## src/rtl/ad_line_timing_gen.sv

```systemverilog
// Line/frame timing generator driving line/frame valid and SOL/EOL sync words pre-aligned
// for the downstream latch stage. Define AD_SYNC_BLANK_LINE_EN to emit blank-line sequences.
module ad_line_timing_gen #(
    parameter int unsigned SYNC_LEN  = 4,
    parameter int unsigned LATCH_DLY = 2,
    parameter int unsigned CNT_W     = 16
) (
    input  logic             clk,
    input  logic             reset,
    input  logic             i_enable,
    input  logic [CNT_W-1:0] iv_h_total,
    input  logic [CNT_W-1:0] iv_h_start,
    input  logic [CNT_W-1:0] iv_h_len,
    input  logic [CNT_W-1:0] iv_v_total,
    input  logic [CNT_W-1:0] iv_v_active,
    input  logic [15:0]      iv_sync1,
    input  logic [15:0]      iv_sync2,
    input  logic [15:0]      iv_sync3,
    input  logic [15:0]      iv_sol_code,
    input  logic [15:0]      iv_eol_code,
    input  logic [15:0]      iv_blank_code,
    output logic             o_line_valid,
    output logic             o_frame_valid,
    output logic             o_sync_word_sel,
    output logic [15:0]      ov_sync_word,
    output logic             o_cfg_err
);
    localparam int unsigned SW = CNT_W + 2;

    typedef enum logic [1:0] {ST_IDLE, ST_RUN, ST_STOP_PEND} state_t;

    state_t           state_q, state_d;
    logic [CNT_W-1:0] h_q, h_d, v_q, v_d;
    logic [CNT_W-1:0] h_total_q, h_total_d, h_start_q, h_start_d, h_len_q, h_len_d;
    logic [CNT_W-1:0] v_total_q, v_total_d, v_active_q, v_active_d;
    logic             line_valid_q, line_valid_d, frame_valid_q, frame_valid_d;
    logic             sync_word_sel_q, sync_word_sel_d, cfg_err_q, cfg_err_d;
    logic [15:0]      sync_word_q, sync_word_d;

    logic             live_ok, last_h, last_v, run_d, active;
    logic [SW-1:0]    h_ext, hs_ext, he_ext, sol_lo, eol_lo;
    logic             in_sol, in_eol, seq;
    logic [1:0]       k;
    logic [15:0]      term, word;

    function automatic logic cfg_ok(input logic [CNT_W-1:0] ht, input logic [CNT_W-1:0] hs,
                                    input logic [CNT_W-1:0] hl, input logic [CNT_W-1:0] vt,
                                    input logic [CNT_W-1:0] va);
        logic [SW-1:0] need;
        need = SW'(hs) + SW'(hl) + SW'(SYNC_LEN + LATCH_DLY);
        return (hs >= CNT_W'(SYNC_LEN)) && (hl != '0) && (SW'(ht) >= need) &&
               (va != '0) && (va <= vt);
    endfunction

`ifndef AD_SYNC_BLANK_LINE_EN
    logic unused_blank;
    assign unused_blank = ^iv_blank_code;
`endif

    always_comb begin
        state_d    = state_q;
        h_d        = h_q;
        v_d        = v_q;
        h_total_d  = h_total_q;
        h_start_d  = h_start_q;
        h_len_d    = h_len_q;
        v_total_d  = v_total_q;
        v_active_d = v_active_q;
        cfg_err_d  = cfg_err_q;

        live_ok = cfg_ok(iv_h_total, iv_h_start, iv_h_len, iv_v_total, iv_v_active);
        last_h  = (h_q == h_total_q - CNT_W'(1));
        last_v  = (v_q == v_total_q - CNT_W'(1));

        // Sequencing and shadow capture; outputs below are derived from the next-cycle view.
        case (state_q)
            ST_IDLE: begin
                h_d = '0;
                v_d = '0;
                if (i_enable) begin
                    h_total_d  = iv_h_total;
                    h_start_d  = iv_h_start;
                    h_len_d    = iv_h_len;
                    v_total_d  = iv_v_total;
                    v_active_d = iv_v_active;
                    cfg_err_d  = !live_ok;
                    if (live_ok) state_d = ST_RUN;
                end
            end
            ST_RUN, ST_STOP_PEND: begin
                if (state_q == ST_RUN && !i_enable) state_d = ST_STOP_PEND;
                if (last_h) begin
                    h_d = '0;
                    if (last_v) begin
                        v_d = '0;
                        if (state_q == ST_RUN && i_enable) begin
                            h_total_d  = iv_h_total;
                            h_start_d  = iv_h_start;
                            h_len_d    = iv_h_len;
                            v_total_d  = iv_v_total;
                            v_active_d = iv_v_active;
                            cfg_err_d  = !live_ok;
                            state_d    = live_ok ? ST_RUN : ST_IDLE;
                        end else begin
                            state_d = ST_IDLE;
                        end
                    end else begin
                        v_d = v_q + CNT_W'(1);
                    end
                end else begin
                    h_d = h_q + CNT_W'(1);
                end
            end
            default: state_d = ST_IDLE;
        endcase

        run_d  = (state_d != ST_IDLE);
        active = (v_d < v_active_d);
        h_ext  = SW'(h_d);
        hs_ext = SW'(h_start_d);
        he_ext = hs_ext + SW'(h_len_d);
        sol_lo = hs_ext - SW'(SYNC_LEN) + SW'(LATCH_DLY);
        eol_lo = he_ext + SW'(LATCH_DLY);
        in_sol = (h_ext >= sol_lo) && (h_ext < sol_lo + SW'(SYNC_LEN));
        in_eol = (h_ext >= eol_lo) && (h_ext < eol_lo + SW'(SYNC_LEN));

        line_valid_d  = run_d && active && (h_ext >= hs_ext) && (h_ext < he_ext);
        frame_valid_d = run_d && active;

        seq  = 1'b0;
        k    = 2'(h_ext - sol_lo);
        term = iv_sol_code;
        if (run_d && active && in_sol) begin
            seq = 1'b1;
        end else if (run_d && active && in_eol) begin
            seq  = 1'b1;
            k    = 2'(h_ext - eol_lo);
            term = iv_eol_code;
        end
`ifdef AD_SYNC_BLANK_LINE_EN
        else if (run_d && !active && in_sol) begin
            seq  = 1'b1;
            term = iv_blank_code;
        end
`endif
        case (k)
            2'd0:    word = iv_sync1;
            2'd1:    word = iv_sync2;
            2'd2:    word = iv_sync3;
            default: word = term;
        endcase
        sync_word_sel_d = seq;
        sync_word_d     = seq ? word : 16'h0000;
    end

    always_ff @(posedge clk) begin
        if (reset) begin
            state_q         <= ST_IDLE;
            h_q             <= '0;
            v_q             <= '0;
            h_total_q       <= '0;
            h_start_q       <= '0;
            h_len_q         <= '0;
            v_total_q       <= '0;
            v_active_q      <= '0;
            line_valid_q    <= 1'b0;
            frame_valid_q   <= 1'b0;
            sync_word_sel_q <= 1'b0;
            sync_word_q     <= 16'h0000;
            cfg_err_q       <= 1'b0;
        end else begin
            state_q         <= state_d;
            h_q             <= h_d;
            v_q             <= v_d;
            h_total_q       <= h_total_d;
            h_start_q       <= h_start_d;
            h_len_q         <= h_len_d;
            v_total_q       <= v_total_d;
            v_active_q      <= v_active_d;
            line_valid_q    <= line_valid_d;
            frame_valid_q   <= frame_valid_d;
            sync_word_sel_q <= sync_word_sel_d;
            sync_word_q     <= sync_word_d;
            cfg_err_q       <= cfg_err_d;
        end
    end

    assign o_line_valid    = line_valid_q;
    assign o_frame_valid   = frame_valid_q;
    assign o_sync_word_sel = sync_word_sel_q;
    assign ov_sync_word    = sync_word_q;
    assign o_cfg_err       = cfg_err_q;

endmodule

```

## config.mk

```make
export PLATFORM = sky130hd
export DESIGN_NAME = ad_line_timing_gen
export DESIGN_NICKNAME = d
export VERILOG_FILES = /design/src/rtl/ad_line_timing_gen.sv
export SDC_FILE = /design/constraint.sdc
export NUM_CORES = 1
export LEC_CHECK = 0
export CORE_MARGIN = 1.5
export CORE_UTILIZATION = 39
export CTS_BUF_LIST = sky130_fd_sc_hd__clkbuf_8
export CTS_CLUSTER_SIZE = 10
export DETAILED_ROUTE_END_ITERATION = 8
export PLACE_DENSITY = 0.61
export SLEW_MARGIN = 10
export SYNTH_ARGS = -nofsm -noshare
export SYNTH_HDL_FRONTEND = slang
export SYNTH_SLANG_ARGS = --single-unit
```

## constraint.sdc

```tcl
create_clock -name clk -period 17.8 [get_ports clk]
set_input_delay 3.56 -clock clk [delete_from_list [all_inputs] [get_ports clk]]
set_output_delay 3.56 -clock clk [all_outputs]
set_load 0.02 [all_outputs]
```

==> results of run 1 <==
-- metal layers --
layer	global-route usage	share of wire
met1	0.319	0.44
met5	0	0
met3	0.0319	0.046
met2	0.428	0.48
met4	0.118	0.043
-- per-stage QoR --
stage / std cells / worst slack, ns / total power, mW / hold WS (ns) / util
final: 2651 / 5.03 / 1.37 / 0.516 / 0.468
after CTS: 2651 / 5.06 / 1.37 / 0.523 / 0.468
after detailed placement: 2619 / 4.59 / 1.09 / 0.504 / 0.458
after global placement: 2619 / 4.74 / 1.07 / 0.490 / 0.458
after global routing: 2651 / 4.22 / 1.47 / 0.566 / 0.468
after floorplan: 1987 / 6.70 / 0.878 / 0.476 / -
-- flip-flops by register name, summed over array words and instances, names as in the netlist --
signal / flops
v_total_q: 16
h_q: 16
state_q: 2
o_line_valid: 1
v_active_q: 16
h_len_q: 16
o_cfg_err: 1
ov_sync_word: 16
v_q: 16
o_frame_valid: 1
h_total_q: 16
h_start_q: 16
o_sync_word_sel: 1
-- final timing paths --
path,startpoint,to,slack [ns]
min,v_total_q[15]$_SDFFE_PP0P_,v_total_q[15]$_SDFFE_PP0P_,0.52
max,i_enable,ov_sync_word[10]$_SDFF_PP0_,5.03
min reg2reg,v_total_q[15]$_SDFFE_PP0P_,v_total_q[15]$_SDFFE_PP0P_,0.52
max reg2reg,v_total_q[3]$_SDFFE_PP0P_,ov_sync_word[10]$_SDFF_PP0_,7.02
-- power breakdown --
| group | switching (mW) | leakage [nW] | internal [mW] |
|---|---|---|---|
| logic | 0.435 | 6.42 | 0.319 |
| registers | 0.0200 | 1.09 | 0.317 |
| clock network | 0.144 | 0.205 | 0.135 |
-- cells by family (layout without fill, tap and decap cells) --
| family | Yosys count | count (layout) | share of synthesized area |
|---|---|---|---|
| XOR/XNOR | 136 | 136 | 0.0777 |
| adder cells (fa/ha/maj) | 201 | 201 | 0.164 |
| AND/OR/NAND/NOR | 721 | 721 | 0.236 |
| AO/OA/AOI/OAI | 493 | 493 | 0.228 |
| flip-flops | 134 | 134 | 0.173 |
| buffers and inverters | 210 | 356 | 0.0535 |
| multiplexers | 92 | 92 | 0.0678 |
-- worst max-delay path: cells and delay by family --
family,cells,cell delay [ns]
simple gates,9,2.81
compound gates,13,2.51
buf+inv,6,2.02
xor+xnor,3,0.86
fa+ha+maj,2,0.76
mux,1,0.52
-- cells in the mapped netlist, types with 8 or more instances --
library cell  count
a31o_2           10
a21o_1           67
or4_1             8
o21a_1           32
a31oi_1          22
nor2_1          175
nor3_1           61
a21oi_1          94
and2_1           14
a221oi_1         20
dfxtp_1         134
or2_2            11
a211oi_1         17
inv_1           113
o22ai_1          37
nand2b_1         14
clkbuf_1         80
mux2i_1          30
o21bai_1         11
nand3_1          55
nand4_1          30
a22o_1           37
o211ai_1         12
nand2_1         195
ha_1            196
mux2_2           47
a22oi_1          13
nor2b_1          44
a211oi_2         10
or3_1            16
and3_1           18
xnor2_1          89
o21ai_0          55
xor2_1           46
mux2_4           10
nor4_1           31
-- layout make-up --
type | instances | area, µm² | area share
multi-input cells | 1643 | 12000 | 0.660
flip-flops and latches | 134 | 2680 | 0.147
repair buffers | 209 | 2020 | 0.111
well taps | 518 | 648 | 0.0356
inverters | 115 | 432 | 0.0237
clock buffers | 20 | 275 | 0.0151
clock inverters | 12 | 126 | 0.00694
-- cells in the final DEF (no fill, tap or decap), types with 10 or more instances in the layout --
master / count
nand3_1: 55
clkbuf_8: 20
nand2_1: 195
nor2b_1: 43
a22o_1: 37
dfxtp_1: 134
nor3_1: 61
a22oi_1: 13
nor2_1: 174
or2_2: 11
xor2_1: 46
a211oi_1: 17
or3_1: 16
mux2i_1: 30
o211ai_1: 12
a31oi_1: 22
a221oi_1: 20
mux2_2: 47
ha_1: 194
and3_1: 18
o21a_1: 32
and2_1: 14
a211oi_2: 10
o22ai_1: 37
o21ai_0: 55
nor4_1: 31
clkdlybuf4s50_1: 181
nand4_1: 30
inv_1: 115
a31o_2: 10
o21bai_1: 11
buf_4: 28
mux2_4: 10
nand2b_1: 14
a21oi_1: 94
xnor2_1: 89
a21o_1: 67
==> metrics.yaml, run 1 <==
status: "finished, final reports clean"
critPathKind: "in2reg"
final_nets: 2500
synthArstFlopShare: 0
max_freq_mhz: 78.3
post_cts_resized: 0
p_leak_nw: 7.72
grt_antenna_before_repair: 0
synth_fp_nets: 2367
area_delta_synth_final_pct: 17.4
num_rows: 72
dieWidth_um: 202
synth_top_area_cell: "dfxtp_1"
yosysWarnings: 0
fin_crit_sh: 0.717
slew_headroom: 0.314
numPortBuffers: 182
worstPathArrival_ns: 13.13
tightestPinTransition_ns: 1.03
clk_path_buf_depth: 2
cp_max_fo: 25
setup.worst_path.end_class: "register"
post_dp_cell_area_mm2: 0.0178
wl_mm: 52.7
hold_violations: 0
overflow: 0
cts_inserted_buffers: 17
clk-insertion-delay-late_ns: 0.50
synthFlopType: "dfxtp_1"
syn_inst: 1987
track_usage: 0.253
synth.distinct_cells: 97
r2r_cells: 34
required_ns: 18.16
place_congestion: 0.919
start_util: 0.399
crit_top_cell: "buf_4"
htreeDepth: 4
synth-edff-count: 0
cts_setup_buffers: 0
cp_slowest_cell: "or4_1"
avgSynthCellArea_um2: 7.81
grt_pass1_wl_mm: 81.9
min_period_ns: 12.77
fin_skew_ns: 0.0181
grt_pass1_vias: 14878
fin_area_mm2: 0.0182
slew_violations: 0
max_stage_delay_ns: 0.63
netlist_area_mm2: 0.0155
cts_tree: "done"
coreArea_mm2: 0.0389
rsz0062_at_grt: "false"
postCtsHoldBufs: 0
synth-seq-cells: 134
cts-root-buf: "clkbuf_8"
drt_iter0_markers: 1104
finalSetupViolCount: 0
die-height_um: 202
yosys-top-cells-area: "dfxtp_1 17%, ha_1 16%, xnor2_1 5.0%"
pin_count: 199
netlist.area_leader.share: 0.173
drc: 0
hp-class: "reg2reg"
viasPerCell: 5.88
antennaDiodeCount: 0
dieArea_mm2: 0.0410
min_path_cells: 2
first_pass_iters: 5
dr_total_vias: 15580
ant_nets: 0
hpwlAfterDp_mm: 40.4
final_layout_size_suffix_gt1_frac: 0.0853
start_kind: "primary input"
cts.clk_slew.worst_paths_ns: 0.09
grt_max_degree: 79
wl_per_cell_um: 19.9
nFillCells: 3895
fin_tns_setup_ns: 0
ir_worst_vdd_mv: 0.0536
cts_sinks: 134
max_cap_violations: 0
p_per_area_mw_per_mm2: 75.3
synth-seq-area-share: 0.173
Note: power is estimated with default switching activity, not from simulation.
==> run 2, diff against run 1 <==
==> constraint.sdc (replaced) <==
create_clock -name clk -period 13.2 [get_ports clk]
set_input_delay 2.64 -clock clk [delete_from_list [all_inputs] [get_ports clk]]
set_output_delay 2.64 -clock clk [all_outputs]
set_load 0.02 [all_outputs]
==> run 2 against run 1 <==
  * Total power increased by 36%
  * Worst hold slack improved by 0.0056 ns
  * Critical path depth decreased by 2
  * Largest cell class unchanged
==> metrics.yaml, run 2 (synthesized netlist as in run 1, its figures left out) <==
dieArea_mm2: 0.0410
postCtsHoldBufs: 0
final_cell_count_no_fill: 2648
p_int_mw: 1.06
p_sw_frac: 0.436
place_congestion: 0.889
slew_headroom: 0.322
final_layout_size_suffix_gt1_frac: 0.0850
critPathKind: "in2reg"
p_sw_uw: 815
rsz0062_at_grt: "false"
fin_crit_sh: 0.869
ant_nets: 0
max_cap_violations: 0
final_common_cell: "nand2_1"
wl_mm: 52.8
fin_tns_setup_ns: 0
cp_slowest_cell: "or4_1"
area_delta_synth_final_pct: 17.4
hp-class: "reg2reg"
dieWidth_um: 202
start_util: 0.399
start_kind: "primary input"
max_stage_delay_ns: 0.66
use_met1: 0.308
num_rows: 72
coreArea_mm2: 0.0389
fin_skew_ns: 0.0235
finalSetupViolCount: 0
min_period_ns: 11.48
p_per_area_mw_per_mm2: 103
cts.clk_slew.worst_paths_ns: 0.09
cts_inserted_buffers: 17
wl_per_cell_um: 19.9
grt_max_degree: 80
setup_ws_ns: 1.72
pin_count: 199
setup.worst_path.end_class: "register"
met2_usage: 0.439
clk_path_buf_depth: 2
grt_pass1_vias: 15118
post-place-ws_ns: 1.35
hpwlAfterDp_mm: 40.9
p_leak_nw: 7.71
cts_tree: "done"
clk-insertion-delay-late_ns: 0.50
cp_max_fo: 20
max_freq_mhz: 87.1
worstPathArrival_ns: 11.82
cts_sinks: 134
drc: 0
pwr-share-comb: 0.541
die-height_um: 202
seqPwrFrac: 0.243
grt_pass1_wl_mm: 82.4
viasPerCell: 5.81
overflow: 0
grt_antenna_before_repair: 1
ir_worst_vdd_mv: 0.0675
slew_violations: 0
track_usage: 0.254
crit_top_cell: "a21oi_1"
top_usage_layer: "met2"
tightestPinTransition_ns: 1.02
path_buf_inv: 4
cts-root-buf: "clkbuf_8"
final_nets: 2497
drt_iter0_markers: 990
htreeDepth: 4
numPortBuffers: 182
placed_cells: 2616
required_ns: 13.55
gr-usage-met3: 0.0408
cts_setup_buffers: 0
status: "finished, final reports clean"
dr_total_vias: 15387
first_pass_iters: 5
clkPwrFrac: 0.217
cp_top_family: "simple AND/OR/NAND/NOR gates"
post_cts_resized: 0
final_cell_mix: "195 x nand2_1, 194 x ha_1, 181 x clkdlybuf4s50_1"
antennaDiodeCount: 0
hold_violations: 0
run 2: power by group through the flow:
stage               clock network (mW)  registers, mW  logic, mW
global placement                     0          0.461      0.979
global route                     0.431          0.458       1.12
floorplan                            0          0.455      0.730
detailed placement                   0          0.463       1.00
finish                           0.406          0.454       1.01
CTS                              0.416          0.453       1.01
run 2: layout make-up:
type	instances	area [µm²]
fillers	3829	20700
clock buffers	18	248
well taps	518	648
repair buffers	206	2000
clock inverters	14	188
inverters	115	432
flip-flops and latches	134	2680
multi-input cells	1643	12000
run 2: stage by stage:
step                cell area [µm²]  hold slack, ns  utilization  total power, mW
finish                        18200           0.522        0.468             1.87
global route                  18200           0.553        0.468             2.01
CTS                           18200           0.524        0.468             1.88
detailed placement            17800           0.505        0.457             1.46
global placement              17800           0.503        0.457             1.44
floorplan                     15500           0.476            -             1.18
run 2: worst reg2reg max path, delay by kind of cell (launching register included):
kind,cells,cell delay [ns]
flops,1,0.39
simple gates,11,4.42
mux,2,1.03
buf+inv,2,0.43
compound gates,13,2.81
fa+ha+maj,2,0.62
xor+xnor,3,0.89
run 2: final timing paths:
check	from	end	slack, ns	cells past startpoint
setup reg to reg	v_total_q[2]$_SDFFE_PP0P_	ov_sync_word[13]$_SDFF_PP0_	2.47	33
setup / recovery	i_enable	ov_sync_word[13]$_SDFF_PP0_	1.72	32
hold / removal	v_total_q[15]$_SDFFE_PP0P_	v_total_q[15]$_SDFFE_PP0P_	0.52	2
hold reg to reg	v_total_q[15]$_SDFFE_PP0P_	v_total_q[15]$_SDFFE_PP0P_	0.52	2
run 2: metal layers:
| metal | up-vias | part of all wire |
|---|---|---|
| met2 | 445 | 0.48 |
| met5 | - | 0.00025 |
| met3 | 115 | 0.047 |
| met4 | 2 | 0.042 |
| li1 | 7519 | - |
| met1 | 7306 | 0.43 |
==> run 3, diff against run 2 <==
--- a/config.mk
+++ b/config.mk
@@ -15,3 +15,4 @@
 export SYNTH_ARGS = -nofsm -noshare
 export SYNTH_HDL_FRONTEND = slang
 export SYNTH_SLANG_ARGS = --single-unit
+export TNS_END_PERCENT = 30
==> results of run 3 <==
Final layout, timing and power as in run 2 (identical DEF).
